## config.mk

```make
export PLATFORM = sky130hd
export DESIGN_NAME = alu_cc_writeback
export DESIGN_NICKNAME = d
export VERILOG_FILES = /design/src/rtl/alu_cc_writeback.sv
export SDC_FILE = /design/constraint.sdc
export NUM_CORES = 1
export LEC_CHECK = 0
export CAP_MARGIN = 0
export CORE_MARGIN = 2
export CORE_UTILIZATION = 44
export CTS_CLUSTER_DIAMETER = 30
export DETAILED_ROUTE_END_ITERATION = 10
export PLACE_DENSITY = 0.76
export SYNTH_ARGS = -nofsm -noshare
export SYNTH_HDL_FRONTEND = slang
export SYNTH_SLANG_ARGS = --single-unit
```

## constraint.sdc

```tcl
create_clock -name clk -period 1.5 [get_ports clk]
set_input_delay 0.3 -clock clk [delete_from_list [all_inputs] [get_ports clk]]
set_output_delay 0.3 -clock clk [all_outputs]
set_load 0.01 [all_outputs]
```

## src/rtl/alu_cc_writeback.sv

```systemverilog
// Execute-stage back end: holds the integer condition codes, feeds carry back to the ALU,
// and queues ALU results toward register-file writeback.
module alu_cc_writeback #(
    parameter int unsigned DATA_W = 32,
    parameter int unsigned RD_W   = 5,
    parameter int unsigned DEPTH  = 2
) (
    input  logic              clk,
    input  logic              rst_n,
    input  logic              in_valid,
    output logic              in_ready,
    input  logic [DATA_W-1:0] in_result,
    input  logic              in_n,
    input  logic              in_z,
    input  logic              in_c,
    input  logic              in_v,
    input  logic [5:0]        in_opcode,
    input  logic [RD_W-1:0]   in_rd,
    input  logic              in_wr_en,
    input  logic              flush,
    input  logic              icc_wr_en,
    input  logic [3:0]        icc_wr_data,
    output logic [3:0]        icc,
    output logic              carry_out,
    output logic              out_valid,
    input  logic              out_ready,
    output logic [DATA_W-1:0] out_result,
    output logic [RD_W-1:0]   out_rd,
    output logic              out_wr_en
);

    localparam int unsigned PTR_W = (DEPTH > 1) ? $clog2(DEPTH) : 1;
    localparam int unsigned CNT_W = $clog2(DEPTH) + 1;

    typedef struct packed {
        logic [DATA_W-1:0] result;
        logic [RD_W-1:0]   rd;
        logic              wr_en;
    } entry_t;

    entry_t           mem [DEPTH];
    logic [PTR_W-1:0] wr_ptr;
    logic [PTR_W-1:0] rd_ptr;
    logic [CNT_W-1:0] count;
    logic             accept;
    logic             pop;
    entry_t           head;

    // Only the S bit of the opcode matters here.
    logic unused_opcode;
    assign unused_opcode = ^{in_opcode[5], in_opcode[3:0]};

    assign in_ready  = (count != CNT_W'(DEPTH));
    assign out_valid = (count != '0);
    assign accept    = in_valid & in_ready & ~flush;
    assign pop       = out_valid & out_ready;

    assign head       = mem[rd_ptr];
    assign out_result = head.result;
    assign out_rd     = head.rd;
    assign out_wr_en  = head.wr_en;
    assign carry_out  = icc[1];

    // Queue storage; writes to r0 are squashed at entry time.
    always_ff @(posedge clk or negedge rst_n) begin
        if (!rst_n) begin
            for (int unsigned i = 0; i < DEPTH; i++) begin
                mem[i] <= '0;
            end
        end else if (accept) begin
            mem[wr_ptr] <= '{result: in_result,
                             rd:     in_rd,
                             wr_en:  in_wr_en & (in_rd != '0)};
        end
    end

    // Pointers and occupancy; flush overrides any push or pop.
    always_ff @(posedge clk or negedge rst_n) begin
        if (!rst_n) begin
            wr_ptr <= '0;
            rd_ptr <= '0;
            count  <= '0;
        end else if (flush) begin
            wr_ptr <= '0;
            rd_ptr <= '0;
            count  <= '0;
        end else begin
            if (accept) wr_ptr <= wr_ptr + PTR_W'(1);
            if (pop)    rd_ptr <= rd_ptr + PTR_W'(1);
            if (accept && !pop)      count <= count + CNT_W'(1);
            else if (!accept && pop) count <= count - CNT_W'(1);
        end
    end

    // Condition codes update at accept time, explicit load has priority.
    always_ff @(posedge clk or negedge rst_n) begin
        if (!rst_n) begin
            icc <= 4'b0000;
        end else if (icc_wr_en) begin
            icc <= icc_wr_data;
        end else if (accept && in_opcode[4]) begin
            icc <= {in_n, in_z, in_c, in_v};
        end
    end

endmodule

```

==> results of run 1 <==
-- synthesized netlist by cell type (all sizes together), types with 2 or more instances --
master,n,area share (%)
mux2i,3,0.76
mux2,111,35
buf,13,3.2
a41oi,4,0.88
dfrtp,84,53
nor2b,5,0.85
inv,5,0.66
a21oi,8,1.0
or2,2,0.32
o21ai,4,0.51
o31ai,4,0.76
-- power groups by stage --
stage          clock network [mW]  logic, mW  registers, mW
2_1_floorplan                   0       1.21           3.02
5_1_grt                      1.89       2.70           3.16
3_5_place_dp                    0       2.13           3.09
6_report                     1.75       2.54           3.09
3_3_place_gp                    0       2.09           3.07
4_1_cts                      1.80       2.46           3.06
-- state kept, by name (all words and copies together) (netlist names) --
register  count
count         2
icc           4
wr_ptr        1
rd_ptr        1
mem          76
-- metal layers --
layer | track usage, % | vias up
li1 | - | 1219
met1 | 27.2 | 1362
met2 | 32.4 | 66
met3 | 5.46 | 13
met4 | 4.11 | 0
met5 | 0 | -
-- cell type report --
cell class | instances | area [um^2] | share of cell area, %
flip-flops and latches | 84 | 2100 | 34.7
multi-input cells | 154 | 1890 | 31.2
repair buffers | 151 | 1680 | 27.8
clock buffers | 12 | 165 | 2.72
well taps | 108 | 135 | 2.23
clock inverters | 4 | 55.1 | 0.908
inverters | 5 | 26.3 | 0.433
-- worst max-delay path, delay by kind of cell, from the launching register on --
kind	cells	cell delay, ns
buffers and inverters	3	0.42
muxes	1	0.30
DFF	1	0.43
-- kinds of logic (layout without fill, tap and decap cells) --
| family | after synthesis | after routing | share of synthesized area [%] |
|---|---|---|---|
| AO/OA/AOI/OAI | 22 | 22 | 3.54 |
| AND/OR/NAND/NOR | 17 | 17 | 3.29 |
| flip-flops | 84 | 84 | 53.1 |
| buffers and inverters | 19 | 172 | 3.98 |
| multiplexers | 114 | 114 | 35.9 |
| XOR/XNOR | 1 | 1 | 0.221 |
-- how the worst max path moves through the flow --
stage	slack [ns]	end
2_1_floorplan	-0.03	mem[56]
4_1_cts	-0.33	out_result[15]
5_1_grt	-0.37	out_result[4]
3_5_place_dp	-0.56	mem[45]
6_report	-0.31	out_result[19]
3_3_place_gp	-0.50	mem[52]
-- what timing repair did --
item                                    in CTS  in global routing
hold buffers                                 1                  0
pin swaps                                    2                  3
setup buffers                               21                  9
resized for setup                          251                 41
hold endpoints to repair                    76                  0
gates cloned                                 8                  1
endpoints found under the setup margin     116                115
-- layout by cell type, fill, tap and decap left out, drive strengths merged, types with 2 or more instances in the layout --
master / count
a21oi: 8
a41oi: 4
buf: 93
clkbuf: 13
clkdlybuf4s50: 49
dfrtp: 84
dlygate4sd2: 7
inv: 6
mux2: 111
mux2i: 3
nor2b: 5
o21ai: 4
o31ai: 4
or2: 2
==> results.py, run 1 <==
metrics = {
    "outcome": {
        "status": "finished with violations",
        "violations": "setup timing",
    },
    "clocking": {
        "clock_latency_ns": 0.35,
        "cts_max_level": 3,
        "clock-sinks": 84,
        "cts_tree": "built",
        "path_clk_slew_ns": 0.09,
        "clk_path_buf_depth": 2,
        "root_buffer": "clkbuf_8",
        "numCtsBuffers": 9,
    },
    "global_route": {
        "grt_pass1_vias": 2873,
        "grtUsageTotal_pct": 20.0,
        "grt_antenna_before_repair": 0,
        "grt_pass1_wl_um": 15300,
        "grt_max_degree": 85,
        "grt_overflow_total": 0,
    },
    "drt": {
        "drt_wl_total_um": 9450,
        "wl_per_cell_um": 18.2,
        "ant_nets": 0,
        "wl_met1_um": 4250,
        "num_vias": 2660,
        "wl_met2_um": 4620,
        "highest_layer": "met4",
        "drc_errors": 0,
        "via_per_inst": 5.14,
        "met3_length_um": 453,
        "initialDrtViolationCount": 77,
        "dr.pass1.iters": 4,
    },
    "power_and_ir_drop": {
        "p_int_mw": 5.42,
        "p_total_mw": 7.39,
        "p_switching_mw": 1.97,
        "seqPwrFrac_pct": 41.9,
        "power.density_mw_per_mm2": 1220,
        "p_clk_share_pct": 23.7,
        "leakage_nw": 2.82,
        "p_sw_share_pct": 26.6,
        "ir_drop_v": 0.000820,
        "p_comb_share_pct": 34.4,
    },
    "cells_and_area": {
        "nets": 463,
        "drive_gt1_share_pct": 57.3,
        "syn2layout_area_growth_pct": 53.0,
        "fin_cells": 518,
        "nFillCells": 599,
        "final_core_util_pct": 69.5,
        "finalInstanceArea_mm2": 0.00606,
        "n_antenna_cell": 0,
    },
    "sta": {
        "tightest_slew_ns": 0.477,
        "max_freq_ghz": 0.551,
        "fin_worst_hold_slack_ns": 0.356,
        "setup-tns-final_ns": -12.78,
        "fin_crit_ns": 1.81,
        "slew_violations": 0,
        "relSlewSlack_pct": 68.2,
        "clock_skew_ns": 0.0126,
        "hold_viol_final": 0,
        "fin_crit_sh_pct": 121,
        "rsz0062_at_grt": "true",
        "timing.final.ws_setup_ns": -0.314,
        "report.final.setup_viol": 82,
    },
    "floorplanning": {
        "io-pin-count": 103,
        "die_w_um": 98.9,
        "coreArea_mm2": 0.00872,
        "initial_utilization_pct": 45.4,
        "rows": 34,
        "die_h_um": 98.9,
        "fp.dieArea_mm2": 0.00978,
    },
    "yosys": {
        "synth_edf_count": 0,
        "postSynthCellCount": 257,
        "async_flop_share_pct": 100,
        "syn_area_per_cell_um2": 15.4,
        "syn_nets": 315,
        "synth_area_mm2": 0.00396,
        "synth_seq_cells": 84,
        "synth_cell_type_count": 31,
        "ys.flop_type": "dfrtp_1",
        "ys_seq_area_share_pct": 53.1,
        "synth_warnings": 0,
    },
    "worst_setup_path": {
        "critPathMaxStageDelay_ns": 0.43,
        "critPathSlowestCell": "dfrtp_2",
        "r2r-end": "mem[45]",
        "cp-startpoint": "rd_ptr",
        "path_class": "reg2out",
        "endpoint_kind": "primary output",
        "worstPathMaxFanout": 9,
        "r2r_setup_slack_ns": -0.09,
        "crit_arrival_ns": 1.51,
        "cp-start-kind": "register",
        "regToRegStartpoint": "count[1]",
        "worst_r2r_path_depth": 7,
        "path_cells": "buf_4 -> buf_16 -> mux2_4 -> buf_6",
        "worst_ep_required_time_ns": 1.20,
    },
    "worst_hold_path": {
        "min_to": "wr_ptr",
        "hold_path.class": "in2reg",
        "holdCritStartpoint": "flush",
        "min_path_cells": 2,
    },
    "placed_design": {
        "placed_area_mm2": 0.00520,
        "gp_congestion": 0.766,
        "port_buffers": 97,
        "place_inst": 473,
        "dp.final_hpwl_um": 5340,
        "place_ws_ns": -0.559,
    },
    "run": {
        "maxCapViolCount": 0,
    },
}
Power figures use the tool's default switching activity.
==> run 2: changes to the inputs <==
--- a/config.mk
+++ b/config.mk
@@ -5,12 +5,14 @@
 export SDC_FILE = /design/constraint.sdc
 export NUM_CORES = 1
 export LEC_CHECK = 0
+export ABC_AREA = 1
 export CAP_MARGIN = 0
 export CORE_MARGIN = 2
-export CORE_UTILIZATION = 44
+export CORE_UTILIZATION = 43
 export CTS_CLUSTER_DIAMETER = 30
 export DETAILED_ROUTE_END_ITERATION = 10
 export PLACE_DENSITY = 0.76
+export SLEW_MARGIN = 30
 export SYNTH_ARGS = -nofsm -noshare
 export SYNTH_HDL_FRONTEND = slang
 export SYNTH_SLANG_ARGS = --single-unit
==> results.py, run 2 <==
metrics = {
    "power_and_ir_drop": {
        "leakage_nw": 2.86,
        "ir_drop_v": 0.000934,
        "power.density_mw_per_mm2": 1830,
    },
    "sta": {
        "report.final.setup_viol": 38,
        "slew_violations": 0,
        "max_freq_ghz": 0.600,
        "setup-tns-final_ns": -5.03,
        "rsz0062_at_grt": "true",
        "fin_crit_ns": 1.67,
        "relSlewSlack_pct": 70.5,
        "fin_crit_sh_pct": 111,
        "tightest_slew_ns": 0.443,
        "hold_viol_final": 0,
        "clock_skew_ns": 0.00630,
        "timing.final.ws_setup_ns": -0.167,
    },
    "yosys": {
        "ys.flop_type": "dfrtp_1",
        "postSynthCellCount": 479,
        "async_flop_share_pct": 100,
        "syn_nets": 537,
        "synth_area_leaders": "dfrtp_1 56%, nand2_1 23%, o21ai_0 6.4%, inv_1 4.5%, o21ai_1 4.0%",
        "yosys-top-cells-count": "226 x nand2_1, 84 x dfrtp_1, 48 x o21ai_0",
        "ys_seq_area_share_pct": 56.0,
        "synth_cell_type_count": 20,
        "synth_warnings": 0,
        "synth_top_area_share_pct": 56.0,
        "synth_top_cell_by_area": "dfrtp_1",
        "syn_area_per_cell_um2": 7.83,
        "synth_area_mm2": 0.00375,
        "synth_seq_cells": 84,
        "synth_edf_count": 0,
        "synth_most_common_cell": "nand2_1",
    },
    "cells_and_area": {
        "syn2layout_area_growth_pct": 43.7,
        "layout_common_cells": "179 x nand2_1, 84 x dfrtp_1, 51 x clkdlybuf4s50_1, 48 x o21ai_0, 44 x inv_1",
        "finalInstanceArea_mm2": 0.00539,
        "reg_top3": "mem: 76 flops, icc: 4 flops, count: 2 flops",
        "nets": 648,
        "fin_cells": 703,
        "n_antenna_cell": 0,
        "final_common_cell": "nand2_1",
        "drive_gt1_share_pct": 22.7,
        "largest_reg_flops": 76,
        "top_register": "mem",
    },
    "worst_setup_path": {
        "path_buf_inv": 4,
        "critPathMaxStageDelay_ns": 0.41,
        "critPathSlowestCell": "dfrtp_1",
        "endpoint_kind": "primary output",
        "path_class": "reg2out",
        "worst_ep_required_time_ns": 1.20,
        "cp-start-kind": "register",
        "crit_arrival_ns": 1.37,
        "critPathTopFamily": "buffers and inverters",
        "worst_r2r_path_depth": 6,
        "worstPathMaxFanout": 5,
        "cp.depth": 6,
        "path_cells": "inv_2 -> buf_6 -> buf_16 -> nand2_1 -> nand2_1 -> buf_2",
        "cpMostUsedCell": "nand2_1",
    },
    "clocking": {
        "numCtsBuffers": 9,
        "cts_max_level": 3,
        "clock_latency_ns": 0.35,
        "root_buffer": "clkbuf_8",
        "clk_path_buf_depth": 2,
        "path_clk_slew_ns": 0.08,
        "cts_tree": "built",
        "clock-sinks": 84,
    },
    "global_route": {
        "grt_pass1_vias": 3275,
        "grt_antenna_before_repair": 0,
        "grtUsageTotal_pct": 19.5,
        "grt_pass1_wl_um": 15100,
        "grt_overflow_total": 0,
        "grt_max_degree": 85,
    },
    "outcome": {
        "violations": "setup timing",
        "status": "finished with violations",
    },
    "placed_design": {
        "place_ws_ns": -0.254,
        "placed_area_mm2": 0.00490,
        "gp_congestion": 0.819,
        "dp.final_hpwl_um": 5590,
        "port_buffers": 97,
        "place_inst": 674,
    },
    "floorplanning": {
        "fp.dieArea_mm2": 0.00949,
        "initial_utilization_pct": 43.7,
        "coreArea_mm2": 0.00859,
        "io-pin-count": 103,
        "die_w_um": 97.4,
        "rows": 34,
        "die_h_um": 97.4,
    },
    "drt": {
        "initialDrtViolationCount": 127,
        "drc_errors": 0,
        "drt_wl_total_um": 9360,
        "num_vias": 3441,
        "wl_per_cell_um": 13.3,
        "ant_nets": 0,
        "via_per_inst": 4.89,
        "dr.pass1.iters": 4,
    },
    "run": {
        "maxCapViolCount": 0,
    },
    "worst_hold_path": {
        "hold_path.class": "reg2reg",
        "min_path_cells": 2,
    },
}
run 2: cell count changes after synthesis, moves of 6 or more:
cell,before,now
clkbuf_1,1,12
nand2_1,1,226
a21oi_1,8,2
mux2_2,73,0
inv_1,4,45
o21ai_1,0,30
o21ai_0,4,48
mux2_4,38,0
nand3_1,0,9
buf_2,0,6
run 2: final timing paths:
| check | end | slack (ns) | from |
|---|---|---|---|
| max reg2reg | mem[66] | 0.15 | count[1] |
| max | out_result[14] | -0.17 | rd_ptr |
| min in group asynchronous | mem[58] | 0.52 | rst_n |
| max in group asynchronous | mem[69] | 0.64 | rst_n |
| min reg2reg | mem[27] | 0.49 | mem[27] |
| min | mem[27] | 0.49 | mem[27] |
run 2: layer usage:
metal	up-vias	part of all wire [%]	track usage [%]
li1	1698	-	-
met3	12	6.3	5.40
met1	1623	44	25.6
met4	0	1.3	5.88
met5	-	0	0
met2	108	49	31.8
run 2: logic make-up (layout without fill, tap and decap cells):
| kind of cell | Yosys count | count (layout) | share of synthesized area [%] |
|---|---|---|---|
| flops | 84 | 84 | 56.0 |
| compound gates | 80 | 80 | 10.7 |
| buf+inv | 73 | 189 | 8.44 |
| simple gates | 242 | 242 | 24.9 |
run 2: final cells by class:
class,count,area [um^2]
fillers,749,3200
flip-flops and latches,84,2100
multi-input cells,322,1500
repair buffers,126,1260
inverters,47,176
clock buffers,11,141
well taps,108,135
clock inverters,5,75.1
run 2: power breakdown:
part	total (mW)	switching (mW)	internal (mW)	leakage [nW]
Clock	1.76	0.786	0.976	0.113
Combinational	4.12	2.10	2.02	1.70
Sequential	3.98	0.683	3.30	1.05
run 2: worst register-to-register path, delay by kind of cell (launching register included):
family,cells,cell delay [ns]
buf+inv,1,0.21
simple gates,4,0.56
compound gates,1,0.06
flops,1,0.40
run 2: through the flow:
stage / util [%] / power [mW] / hold slack, ns
after floorplan: - / 5.78 / 0.00441
after global placement: 57.0 / 7.61 / 0.360
after detailed placement: 57.0 / 7.78 / 0.373
after CTS: 60.5 / 9.46 / 0.493
after global routing: 62.8 / 10.6 / 0.508
final: 62.8 / 9.86 / 0.489
run 2: timing repair:
item | in CTS | in global routing
hold buffers | 1 | 0
setup endpoints to repair | 45 | 42
cloned | 4 | 3
buffers inserted | 7 | 0
resized for setup | 199 | 50
pin swaps | 8 | 16
endpoints found under the hold margin | 30 | 0
==> run 3: changes to the inputs <==
--- a/config.mk
+++ b/config.mk
@@ -12,6 +12,7 @@
 export CTS_CLUSTER_DIAMETER = 30
 export DETAILED_ROUTE_END_ITERATION = 10
 export PLACE_DENSITY = 0.76
+export SETUP_SLACK_MARGIN = 0.02
 export SLEW_MARGIN = 30
 export SYNTH_ARGS = -nofsm -noshare
 export SYNTH_HDL_FRONTEND = slang
==> results.py, run 3 (synthesized netlist as in run 2, its figures left out) <==
metrics = {
    "cells_and_area": {
        "drive_gt1_share_pct": 23.0,
        "nets": 648,
        "syn2layout_area_growth_pct": 43.7,
        "finalInstanceArea_mm2": 0.00539,
        "largest_reg_flops": 76,
        "top_register": "mem",
        "reg_top3": "mem: 76 flops, icc: 4 flops, count: 2 flops",
        "layout_common_cells": "178 x nand2_1, 84 x dfrtp_1, 51 x clkdlybuf4s50_1, 48 x o21ai_0, 44 x inv_1",
        "final_common_cell": "nand2_1",
        "n_antenna_cell": 0,
        "nFillCells": 749,
    },
    "global_route": {
        "grt_overflow_total": 0,
        "grt_pass1_vias": 3275,
        "grt_max_degree": 85,
        "grt_antenna_before_repair": 0,
        "grt_pass1_wl_um": 15100,
        "grtUsageTotal_pct": 19.5,
    },
    "worst_setup_path": {
        "r2r_setup_slack_ns": 0.16,
        "path_class": "reg2out",
        "crit_arrival_ns": 1.37,
        "endpoint_kind": "primary output",
        "r2r-end": "mem[66]",
        "worstPathMaxFanout": 5,
        "cp-start-kind": "register",
        "worst_ep_required_time_ns": 1.20,
        "worst_r2r_path_depth": 6,
        "regToRegStartpoint": "count[1]",
    },
    "drt": {
        "drt_wl_total_um": 9340,
        "wl_per_cell_um": 13.3,
        "drc_errors": 0,
        "num_vias": 3419,
        "via_per_inst": 4.86,
        "dr.pass1.iters": 4,
        "initialDrtViolationCount": 126,
        "ant_nets": 0,
    },
    "worst_hold_path": {
        "hold_path.class": "reg2reg",
        "holdCritStartpoint": "mem[27]",
        "min_path_cells": 2,
        "min_to": "mem[27]",
    },
    "sta": {
        "slew_violations": 0,
        "setup-tns-final_ns": -5.05,
        "report.final.setup_viol": 38,
        "relSlewSlack_pct": 71.0,
        "max_freq_ghz": 0.600,
        "timing.final.ws_setup_ns": -0.167,
        "tightest_slew_ns": 0.435,
        "rsz0062_at_grt": "true",
        "fin_crit_sh_pct": 111,
        "fin_worst_hold_slack_ns": 0.490,
        "clock_skew_ns": 0.00616,
        "fin_crit_ns": 1.67,
        "hold_viol_final": 0,
    },
    "power_and_ir_drop": {
        "p_total_mw": 9.86,
        "power.density_mw_per_mm2": 1830,
        "ir_drop_v": 0.000931,
        "leakage_nw": 2.86,
    },
    "outcome": {
        "status": "finished with violations",
        "violations": "setup timing",
    },
    "floorplanning": {
        "rows": 34,
        "initial_utilization_pct": 43.7,
        "die_h_um": 97.4,
        "fp.dieArea_mm2": 0.00949,
        "coreArea_mm2": 0.00859,
        "die_w_um": 97.4,
        "io-pin-count": 103,
    },
    "clocking": {
        "root_buffer": "clkbuf_8",
        "cts_max_level": 3,
        "clock_latency_ns": 0.35,
        "clk_path_buf_depth": 2,
        "numCtsBuffers": 9,
        "path_clk_slew_ns": 0.08,
        "clock-sinks": 84,
        "cts_tree": "built",
    },
    "placed_design": {
        "dp.final_hpwl_um": 5590,
        "placed_area_mm2": 0.00490,
        "gp_congestion": 0.819,
        "port_buffers": 97,
    },
    "run": {
        "maxCapViolCount": 0,
    },
}
-- run 3: through the flow --
stage / instances / setup WS (ns) / util [%]
3_5_place_dp: 674 / -0.254 / 57.0
3_3_place_gp: 674 / -0.213 / 57.0
5_1_grt: 703 / -0.240 / 62.8
2_1_floorplan: 479 / 0.0924 / -
4_1_cts: 702 / -0.210 / 60.5
6_report: 703 / -0.167 / 62.8
-- run 3: final cells by class --
cell class / instances / area [um^2] / share of cell area, %
Clock inverter: 5 / 75.1 / 1.39
Timing Repair Buffer: 126 / 1260 / 23.3
Tap cell: 108 / 135 / 2.51
Sequential cell: 84 / 2100 / 39.0
Inverter: 47 / 176 / 3.27
Clock buffer: 11 / 141 / 2.62
Multi-Input combinational cell: 322 / 1510 / 27.9
-- run 3: how the worst max path moves through the flow --
stage / start / to / slack, ns / cells after the start
6_report: rd_ptr / out_result[14] / -0.17 / 6
5_1_grt: rd_ptr / out_result[6] / -0.24 / 6
4_1_cts: rd_ptr / out_result[22] / -0.21 / 6
3_5_place_dp: flush / mem[75] / -0.25 / 7
3_3_place_gp: flush / mem[75] / -0.21 / 7
2_1_floorplan: count[0] / mem[46] / 0.09 / 9
-- run 3: worst max-delay path: stages, from the launching register on --
cell and delay, ns:
dfrtp_1 0.41, inv_2 0.12, buf_6 0.14, buf_16 0.13, nand2_1 0.05, nand2_1 0.05, buf_2 0.12
-- run 3: per-layer routing --
layer,part of all wire (%),vias up,track usage [%],routed length [um]
met4,1.3,0,5.88,119
met5,0,-,0,0
li1,-,1699,-,-
met3,6.3,12,5.40,585
met2,49,103,31.8,4530
met1,44,1605,25.6,4110
-- run 3: timing repair --
action | in CTS | in global routing
endpoints found under the setup margin | 45 | 52
cloned | 4 | 3
hold endpoints to repair | 30 | 0
pin swaps | 8 | 16
hold buffers | 1 | 0
setup buffers | 7 | 0
gates resized for setup | 200 | 52
-- run 3: report_power, final --
part | switching [mW] | total (mW) | leakage [nW] | internal [mW]
Clock | 0.788 | 1.76 | 0.113 | 0.976
Combinational | 2.10 | 4.11 | 1.70 | 2.01
Sequential | 0.681 | 3.98 | 1.05 | 3.30
Total | 3.57 | 9.86 | 2.86 | 6.29
